File: src/rtl/instr_decode_rle.sv
// ----------------------------------------------------------------------------
// instr_decode_rle
//   Streaming brainfuck decoder with run-length merging. Each accepted program
//   byte is decoded into one of nine one-hot command classes. Runs of the
//   mergeable ops (> < + -) collapse into one (op, count) token, and opposing
//   ops can cancel against a pending run, so the execute unit can apply
//   `dp += n` or `*dp += n` in a single step.
//
//   Two register stages: an accumulator holding the run being built, and an
//   output register holding the token offered downstream.
//
// Ports:
//   clk        in   clock
//   rst_n      in   asynchronous active-low reset
//   in_data    in   [7:0] ASCII program byte
//   in_valid   in   in_data valid
//   in_ready   out  byte accepted when in_valid && in_ready at the clk edge
//   flush      in   level, end of stream: pushes out the pending run
//   out_op     out  [8:0] one-hot {nop, loop_end, loop_start, in_d, out_d,
//                   dec_d, inc_d, dec_dp, inc_dp}
//   out_cnt    out  [CNT_W-1:0] run count, >= 1 whenever out_valid
//   out_valid  out  token valid
//   out_ready  in   token consumed when out_valid && out_ready
//   idle       out  nothing pending in either stage
// ----------------------------------------------------------------------------
module instr_decode_rle #(
    parameter int CNT_W    = 8,
    parameter bit CANCEL   = 1'b1,
    parameter bit DROP_NOP = 1'b1
) (
    input  logic             clk,
    input  logic             rst_n,
    input  logic [7:0]       in_data,
    input  logic             in_valid,
    output logic             in_ready,
    input  logic             flush,
    output logic [8:0]       out_op,
    output logic [CNT_W-1:0] out_cnt,
    output logic             out_valid,
    input  logic             out_ready,
    output logic             idle
);

    localparam logic [8:0] OP_INC_DP     = 9'b0_0000_0001;
    localparam logic [8:0] OP_DEC_DP     = 9'b0_0000_0010;
    localparam logic [8:0] OP_INC_D      = 9'b0_0000_0100;
    localparam logic [8:0] OP_DEC_D      = 9'b0_0000_1000;
    localparam logic [8:0] OP_OUT_D      = 9'b0_0001_0000;
    localparam logic [8:0] OP_IN_D       = 9'b0_0010_0000;
    localparam logic [8:0] OP_LOOP_START = 9'b0_0100_0000;
    localparam logic [8:0] OP_LOOP_END   = 9'b0_1000_0000;
    localparam logic [8:0] OP_NOP        = 9'b1_0000_0000;

    localparam logic [CNT_W-1:0] CNT_MAX = {CNT_W{1'b1}};
    localparam logic [CNT_W-1:0] CNT_ONE = {{(CNT_W-1){1'b0}}, 1'b1};

    function automatic logic [8:0] decode_op(input logic [7:0] ch);
        logic [8:0] op;
        case (ch)
            8'h3E:   op = OP_INC_DP;
            8'h3C:   op = OP_DEC_DP;
            8'h2B:   op = OP_INC_D;
            8'h2D:   op = OP_DEC_D;
            8'h2E:   op = OP_OUT_D;
            8'h2C:   op = OP_IN_D;
            8'h5B:   op = OP_LOOP_START;
            8'h5D:   op = OP_LOOP_END;
            default: op = OP_NOP;
        endcase
        return op;
    endfunction

    // Swapping the inc/dec bits of each mergeable pair yields the op that cancels it.
    function automatic logic [8:0] opposite_op(input logic [8:0] op);
        return {op[8:4], op[2], op[3], op[0], op[1]};
    endfunction

    function automatic logic is_mergeable(input logic [8:0] op);
        return |op[3:0];
    endfunction

    logic             acc_valid_r, acc_valid_n;
    logic [8:0]       acc_op_r,    acc_op_n;
    logic [CNT_W-1:0] acc_cnt_r,   acc_cnt_n;
    logic             out_valid_r, out_valid_n;
    logic [8:0]       out_op_r,    out_op_n;
    logic [CNT_W-1:0] out_cnt_r,   out_cnt_n;

    logic [8:0] in_op_s;
    logic       slot_free_s;
    logic       drop_s;
    logic       load_s;
    logic       merge_s;
    logic       cancel_s;
    logic       accept_s;
    logic       drain_s;
    logic       move_s;

    assign in_op_s     = decode_op(in_data);
    assign slot_free_s = !out_valid_r || out_ready;

    // Byte classes, evaluated independently; priority is applied in the next-state logic.
    assign drop_s   = DROP_NOP && in_op_s[8];
    assign load_s   = !acc_valid_r;
    assign merge_s  = acc_valid_r && (in_op_s == acc_op_r) && is_mergeable(in_op_s)
                      && (acc_cnt_r != CNT_MAX);
    assign cancel_s = CANCEL && acc_valid_r && is_mergeable(acc_op_r)
                      && (in_op_s == opposite_op(acc_op_r));

    // Only the "emit and reload" case depends on room in the output register.
    assign in_ready = !flush && (drop_s || load_s || merge_s || cancel_s || slot_free_s);
    assign accept_s = in_valid && in_ready;

    // Single ops never wait for company; runs leave only on flush or via move below.
    assign drain_s = acc_valid_r && slot_free_s && (flush || !is_mergeable(acc_op_r));
    assign move_s  = drain_s || (accept_s && !drop_s && !load_s && !merge_s && !cancel_s);

    assign out_op    = out_op_r;
    assign out_cnt   = out_cnt_r;
    assign out_valid = out_valid_r;
    assign idle      = !acc_valid_r && !out_valid_r;

    // Next-state logic for both register stages.
    always_comb begin
        acc_valid_n = acc_valid_r;
        acc_op_n    = acc_op_r;
        acc_cnt_n   = acc_cnt_r;
        out_valid_n = out_valid_r;
        out_op_n    = out_op_r;
        out_cnt_n   = out_cnt_r;

        if (move_s) begin
            out_valid_n = 1'b1;
            out_op_n    = acc_op_r;
            out_cnt_n   = acc_cnt_r;
        end else if (out_valid_r && out_ready) begin
            out_valid_n = 1'b0;
        end else begin
            out_valid_n = out_valid_r;
        end

        if (accept_s && !drop_s) begin
            if (merge_s && !load_s) begin
                acc_cnt_n = acc_cnt_r + CNT_ONE;
            end else if (cancel_s && !load_s) begin
                if (acc_cnt_r == CNT_ONE) begin
                    acc_valid_n = 1'b0;
                    acc_op_n    = 9'b0_0000_0000;
                    acc_cnt_n   = {CNT_W{1'b0}};
                end else begin
                    acc_cnt_n = acc_cnt_r - CNT_ONE;
                end
            end else begin
                // Empty acc, or the old contents just moved out this cycle.
                acc_valid_n = 1'b1;
                acc_op_n    = in_op_s;
                acc_cnt_n   = CNT_ONE;
            end
        end else if (move_s) begin
            acc_valid_n = 1'b0;
            acc_op_n    = 9'b0_0000_0000;
            acc_cnt_n   = {CNT_W{1'b0}};
        end else begin
            acc_valid_n = acc_valid_r;
        end
    end

    // State registers with asynchronous reset discarding any pending run or token.
    always_ff @(posedge clk or negedge rst_n) begin
        if (!rst_n) begin
            acc_valid_r <= 1'b0;
            acc_op_r    <= 9'b0_0000_0000;
            acc_cnt_r   <= {CNT_W{1'b0}};
            out_valid_r <= 1'b0;
            out_op_r    <= 9'b0_0000_0000;
            out_cnt_r   <= {CNT_W{1'b0}};
        end else begin
            acc_valid_r <= acc_valid_n;
            acc_op_r    <= acc_op_n;
            acc_cnt_r   <= acc_cnt_n;
            out_valid_r <= out_valid_n;
            out_op_r    <= out_op_n;
            out_cnt_r   <= out_cnt_n;
        end
    end

endmodule

File: config.mk
export PLATFORM = sky130hd
export DESIGN_NAME = instr_decode_rle
export DESIGN_NICKNAME = d
export VERILOG_FILES = /design/src/rtl/instr_decode_rle.sv
export SDC_FILE = /design/constraint.sdc
export NUM_CORES = 1
export LEC_CHECK = 0
export CORE_UTILIZATION = 50
export CTS_CLUSTER_DIAMETER = 30
export CTS_CLUSTER_SIZE = 40
export DETAILED_ROUTE_END_ITERATION = 10
export HOLD_SLACK_MARGIN = 0.05
export PLACE_DENSITY = 0.76
export SLEW_MARGIN = 5
export SYNTH_ARGS = -nofsm -noshare
export SYNTH_HDL_FRONTEND = slang
export SYNTH_SLANG_ARGS = --single-unit
File: constraint.sdc
create_clock -name clk -period 3.4 [get_ports clk]
set_input_delay 0.85 -clock clk [delete_from_list [all_inputs] [get_ports clk]]
set_output_delay 0.85 -clock clk [all_outputs]
set_load 0.03 [all_outputs]
==> run_summary.xml <==
<?xml version="1.0" encoding="UTF-8"?>
<metrics>
  <group name="run_status">
    <metric name="outcome" unit="">complete, but fails checks</metric>
    <metric name="violations" unit="">negative setup slack</metric>
  </group>
  <group name="sta">
    <metric name="final.period_utilization" unit="%">107</metric>
    <metric name="fin_hold_ws" unit="ns">0.486</metric>
    <metric name="worst_pin_slew" unit="ns">0.467</metric>
    <metric name="final.setup_skew" unit="ns">0.00882</metric>
    <metric name="final-max-slew-violation-count" unit="">0</metric>
    <metric name="rsz_0062_raised_after_global_routing" unit="">yes</metric>
    <metric name="setup_slack" unit="ns">-0.252</metric>
    <metric name="report.final.hold_viol_count" unit="">0</metric>
    <metric name="period_needed" unit="ns">3.65</metric>
    <metric name="fmaxAchievable" unit="GHz">0.274</metric>
    <metric name="timing.final.setup_violations" unit="">1</metric>
    <metric name="maxSlewHeadroom" unit="%">68.6</metric>
  </group>
  <group name="synthesis">
    <metric name="synth-simple-area-share" unit="%">27.5</metric>
    <metric name="synth-adder-area-share" unit="%">1.47</metric>
    <metric name="synth.area.mux_share" unit="%">9.49</metric>
    <metric name="synth_top_family_by_area" unit="">simple AND/OR/NAND/NOR gates</metric>
    <metric name="netlist_top_cells_area" unit="">sky130_fd_sc_hd__dfrtp_1, sky130_fd_sc_hd__mux2_1, sky130_fd_sc_hd__mux2_2, sky130_fd_sc_hd__nand3_1, sky130_fd_sc_hd__nor2_1</metric>
    <metric name="synth_area_per_cell" unit="um2">9.76</metric>
    <metric name="yosys_warnings" unit="">0</metric>
    <metric name="synthesized_net_count" unit="">278</metric>
    <metric name="compound_cell_area_share_of_the_yosys_netlist" unit="%">19.6</metric>
    <metric name="yosysUniqueCellTypes" unit="">66</metric>
    <metric name="ys_ff_latch" unit="">36</metric>
    <metric name="synth_edf_count" unit="">0</metric>
    <metric name="register_area_share_after_synthesis" unit="%">35.2</metric>
    <metric name="dominantRegCellSynth" unit="">sky130_fd_sc_hd__dfrtp_1</metric>
    <metric name="yosys.area.top_type_share" unit="%">35.2</metric>
    <metric name="netlist_instances" unit="">262</metric>
    <metric name="synth_top_cell_by_area" unit="">sky130_fd_sc_hd__dfrtp_1</metric>
    <metric name="postSynth.asyncResetShare" unit="%">100</metric>
    <metric name="post_synth_instance_area" unit="um2">2560</metric>
    <metric name="synthXorXnorAreaFrac" unit="%">1.37</metric>
  </group>
  <group name="global_routing">
    <metric name="grt_first_pass_wirelength" unit="um">11700</metric>
    <metric name="antenna_violations_before_repair" unit="">0</metric>
    <metric name="grt_start_max_net_pins" unit="">37</metric>
    <metric name="grt.total_usage" unit="%">28.6</metric>
    <metric name="grt_pass1_vias" unit="">2375</metric>
    <metric name="total_global_routing_overflow" unit="">0</metric>
  </group>
  <group name="floorplanning">
    <metric name="coreArea" unit="um2">4820</metric>
    <metric name="fp.dieW" unit="um">73.5</metric>
    <metric name="dieArea" unit="um2">5410</metric>
    <metric name="std_cell_rows" unit="">25</metric>
    <metric name="chipHeight" unit="um">73.5</metric>
    <metric name="initial_core_util" unit="%">53.1</metric>
    <metric name="io_pins" unit="">33</metric>
  </group>
  <group name="clocking">
    <metric name="cts_hold_repair.buffers" unit="">0</metric>
    <metric name="tritoncts" unit="">built</metric>
    <metric name="cts_num_sinks" unit="">36</metric>
    <metric name="clk_root_buffer_cell" unit="">sky130_fd_sc_hd__clkbuf_8</metric>
    <metric name="cts_max_path_buffers" unit="">2</metric>
    <metric name="cts_made_buffers" unit="">5</metric>
    <metric name="clk_latency" unit="ns">0.29</metric>
    <metric name="cts_max_level" unit="">2</metric>
    <metric name="clk_pin_slew_worst_paths" unit="ns">0.06</metric>
  </group>
  <group name="setup_path">
    <metric name="worstPathCellList" unit="">buf_8 &gt; or4b_4 &gt; buf_6 &gt; nor3_4 &gt; xnor2_1 &gt; nand3_2 &gt; nor3_4 &gt; nor2_4 &gt; a31oi_4 &gt; buf_6</metric>
    <metric name="crit_type" unit="">input pin to output port</metric>
    <metric name="crit_path_start_kind" unit="">input pin</metric>
    <metric name="crit_required" unit="ns">2.55</metric>
    <metric name="crit_buf_inv" unit="">3</metric>
    <metric name="cpPeakStageDelay" unit="ns">0.59</metric>
    <metric name="worst-path-max-fanout" unit="">4</metric>
    <metric name="reg2reg_from" unit="">acc_op_r[0]$_DFFE_PN0P_</metric>
    <metric name="cp.arrival" unit="ns">2.80</metric>
    <metric name="crit_path_top_delay_cell" unit="">sky130_fd_sc_hd__or4b_4</metric>
    <metric name="crit_path_start" unit="">in_data[6]</metric>
    <metric name="worst_setup_path_end_kind" unit="">output port</metric>
    <metric name="path_delay_family" unit="">simple AND/OR/NAND/NOR gates</metric>
  </group>
  <group name="route">
    <metric name="wire_per_inst" unit="um">17.4</metric>
    <metric name="remaining_drc_errors" unit="">0</metric>
    <metric name="final_antenna_net_count" unit="">0</metric>
    <metric name="dr.pass1.iters" unit="">4</metric>
    <metric name="initialDrtViolationCount" unit="">220</metric>
    <metric name="drt-total-wl" unit="um">7210</metric>
    <metric name="viasPerCell" unit="">6.03</metric>
    <metric name="routed-via-count" unit="">2496</metric>
  </group>
  <group name="final_layout">
    <metric name="post_route_cells_drive_above_1_share" unit="%">32.9</metric>
    <metric name="commonest_non_fill_non_tap_cell_in_the_layout" unit="">sky130_fd_sc_hd__buf_4</metric>
    <metric name="finish.instance_area" unit="um2">3500</metric>
    <metric name="layout.cells.most_common_list" unit="">sky130_fd_sc_hd__buf_4, sky130_fd_sc_hd__dfrtp_1, sky130_fd_sc_hd__clkdlybuf4s50_1</metric>
    <metric name="layout-area-overhead-vs-synth" unit="%">36.7</metric>
    <metric name="finalNetCount" unit="">363</metric>
    <metric name="num_antenna_cells" unit="">0</metric>
  </group>
  <group name="place">
    <metric name="detailed_place.area" unit="um2">3310</metric>
    <metric name="buffer_ports.inserted" unit="">32</metric>
    <metric name="place_congestion" unit="">0.911</metric>
    <metric name="detailedPlacementHpwl" unit="um">5300</metric>
  </group>
  <group name="pwr">
    <metric name="post-layout-total-power" unit="W">0.00118</metric>
    <metric name="cellPowerDensity" unit="nW/um2">338</metric>
    <metric name="static-leakage-power" unit="nW">1.56</metric>
    <metric name="ir_worst_vdd" unit="mV">0.471</metric>
  </group>
  <group name="worst_hold_path">
    <metric name="hold_path.startpoint" unit="">out_op[3]$_DFFE_PN0P_</metric>
    <metric name="hold_path.class" unit="">register to register</metric>
  </group>
  <group name="job">
    <metric name="max_cap_viol_count" unit="">0</metric>
  </group>
</metrics>
[final cells by class]
class / count / area [um2]
clock buffer: 6 / 72.6
clock inverter: 1 / 5.00
fill: 365 / 1320
inverter: 12 / 45.0
multi-input combinational: 197 / 1610
sequential: 36 / 901
tap: 67 / 83.8
timing repair buffer: 95 / 778
[cell usage after synthesis (3+ instances only)]
cell type	instances
sky130_fd_sc_hd__xnor2_1	3
sky130_fd_sc_hd__ha_1	3
sky130_fd_sc_hd__nand2b_1	4
sky130_fd_sc_hd__a22o_1	3
sky130_fd_sc_hd__dfrtp_1	36
sky130_fd_sc_hd__and2_1	5
sky130_fd_sc_hd__nor4_1	5
sky130_fd_sc_hd__a32o_1	5
sky130_fd_sc_hd__clkbuf_1	10
sky130_fd_sc_hd__nand4_1	4
sky130_fd_sc_hd__nor3_1	7
sky130_fd_sc_hd__mux2_1	9
sky130_fd_sc_hd__a211oi_1	3
sky130_fd_sc_hd__and3b_1	4
sky130_fd_sc_hd__nor2b_1	6
sky130_fd_sc_hd__o31ai_1	3
sky130_fd_sc_hd__o21ai_0	4
sky130_fd_sc_hd__nand3b_1	5
sky130_fd_sc_hd__buf_6	3
sky130_fd_sc_hd__a311o_1	3
sky130_fd_sc_hd__mux2i_1	4
sky130_fd_sc_hd__a31oi_1	3
sky130_fd_sc_hd__nand4b_1	3
sky130_fd_sc_hd__a211o_1	3
sky130_fd_sc_hd__nand2_1	12
sky130_fd_sc_hd__inv_1	12
sky130_fd_sc_hd__nand3_1	13
sky130_fd_sc_hd__a21oi_1	6
sky130_fd_sc_hd__mux2_2	9
sky130_fd_sc_hd__buf_2	3
sky130_fd_sc_hd__a21o_1	4
sky130_fd_sc_hd__nor2_1	17
sky130_fd_sc_hd__and4b_1	3
[cells by family (layout without fill, tap and decap cells)]
| group | after synthesis | count (layout) |
|---|---|---|
| AOI/OAI and AO/OA | 59 | 59 |
| muxes | 22 | 22 |
| DFF | 36 | 36 |
| buffers and inverters | 29 | 114 |
| adders and majority gates | 3 | 3 |
| xor gates and xnor gates | 4 | 4 |
| and+or+nand+nor | 109 | 109 |
[final timing paths]
kind / end / slack (ns) / depth (start not counted)
worst max-delay path: in_ready / -0.25 / 10
worst min-delay path: out_op[3]$_DFFE_PN0P_ / 0.49 / 1
worst max register to register: acc_op_r[4]$_DFFE_PN0P_ / 0.44 / 10
worst min register to register: out_op[3]$_DFFE_PN0P_ / 0.49 / 1
max in group asynchronous: out_cnt[2]$_DFFE_PN0P_ / 2.09 / 2
min in group asynchronous: acc_op_r[0]$_DFFE_PN0P_ / 0.98 / 2
[report_power, final]
group / internal [W] / switching (W)
clock network: 0.000139 / 0.000149
registers: 0.000452 / 0.0000221
logic: 0.000174 / 0.000244
total: 0.000766 / 0.000415
[routing by layer]
metal | track usage [%] | part of all wire (%) | wire [um] | vias up
met5 | 0 | 0 | 0 | -
met4 | 8.33 | 1.2 | 85 | 0
met3 | 4.25 | 7.6 | 547 | 10
met2 | 43.0 | 45 | 3240 | 117
met1 | 42.6 | 46 | 3330 | 1195
li1 | - | - | - | 1174
[state kept, by name (all words and copies together), names as in the netlist]
register	flops
acc_valid_r	1
out_op	9
acc_cnt_r	8
acc_op_r	9
out_cnt	8
out_valid	1
[through the flow]
stage / setup slack, ns / cells / utilization, % / TNS, ns
finish: -0.252 / 414 / 72.6 / -0.252
global route: -0.302 / 414 / 72.6 / -0.326
floorplan: -0.172 / 262 / - / -0.172
global placement: -0.605 / 398 / 68.7 / -17.18
detailed placement: -0.730 / 398 / 68.7 / -20.64
CTS: -0.302 / 409 / 71.5 / -0.302
[repair_timing]
| action | 4_1_cts | 5_1_grt |
|---|---|---|
| setup buffers | 4 | 6 |
| pin swaps | 8 | 9 |
| endpoints found under the setup margin | 37 | 15 |
| gates resized for setup | 32 | 15 |
Note: power is estimated with default switching activity, not from simulation.
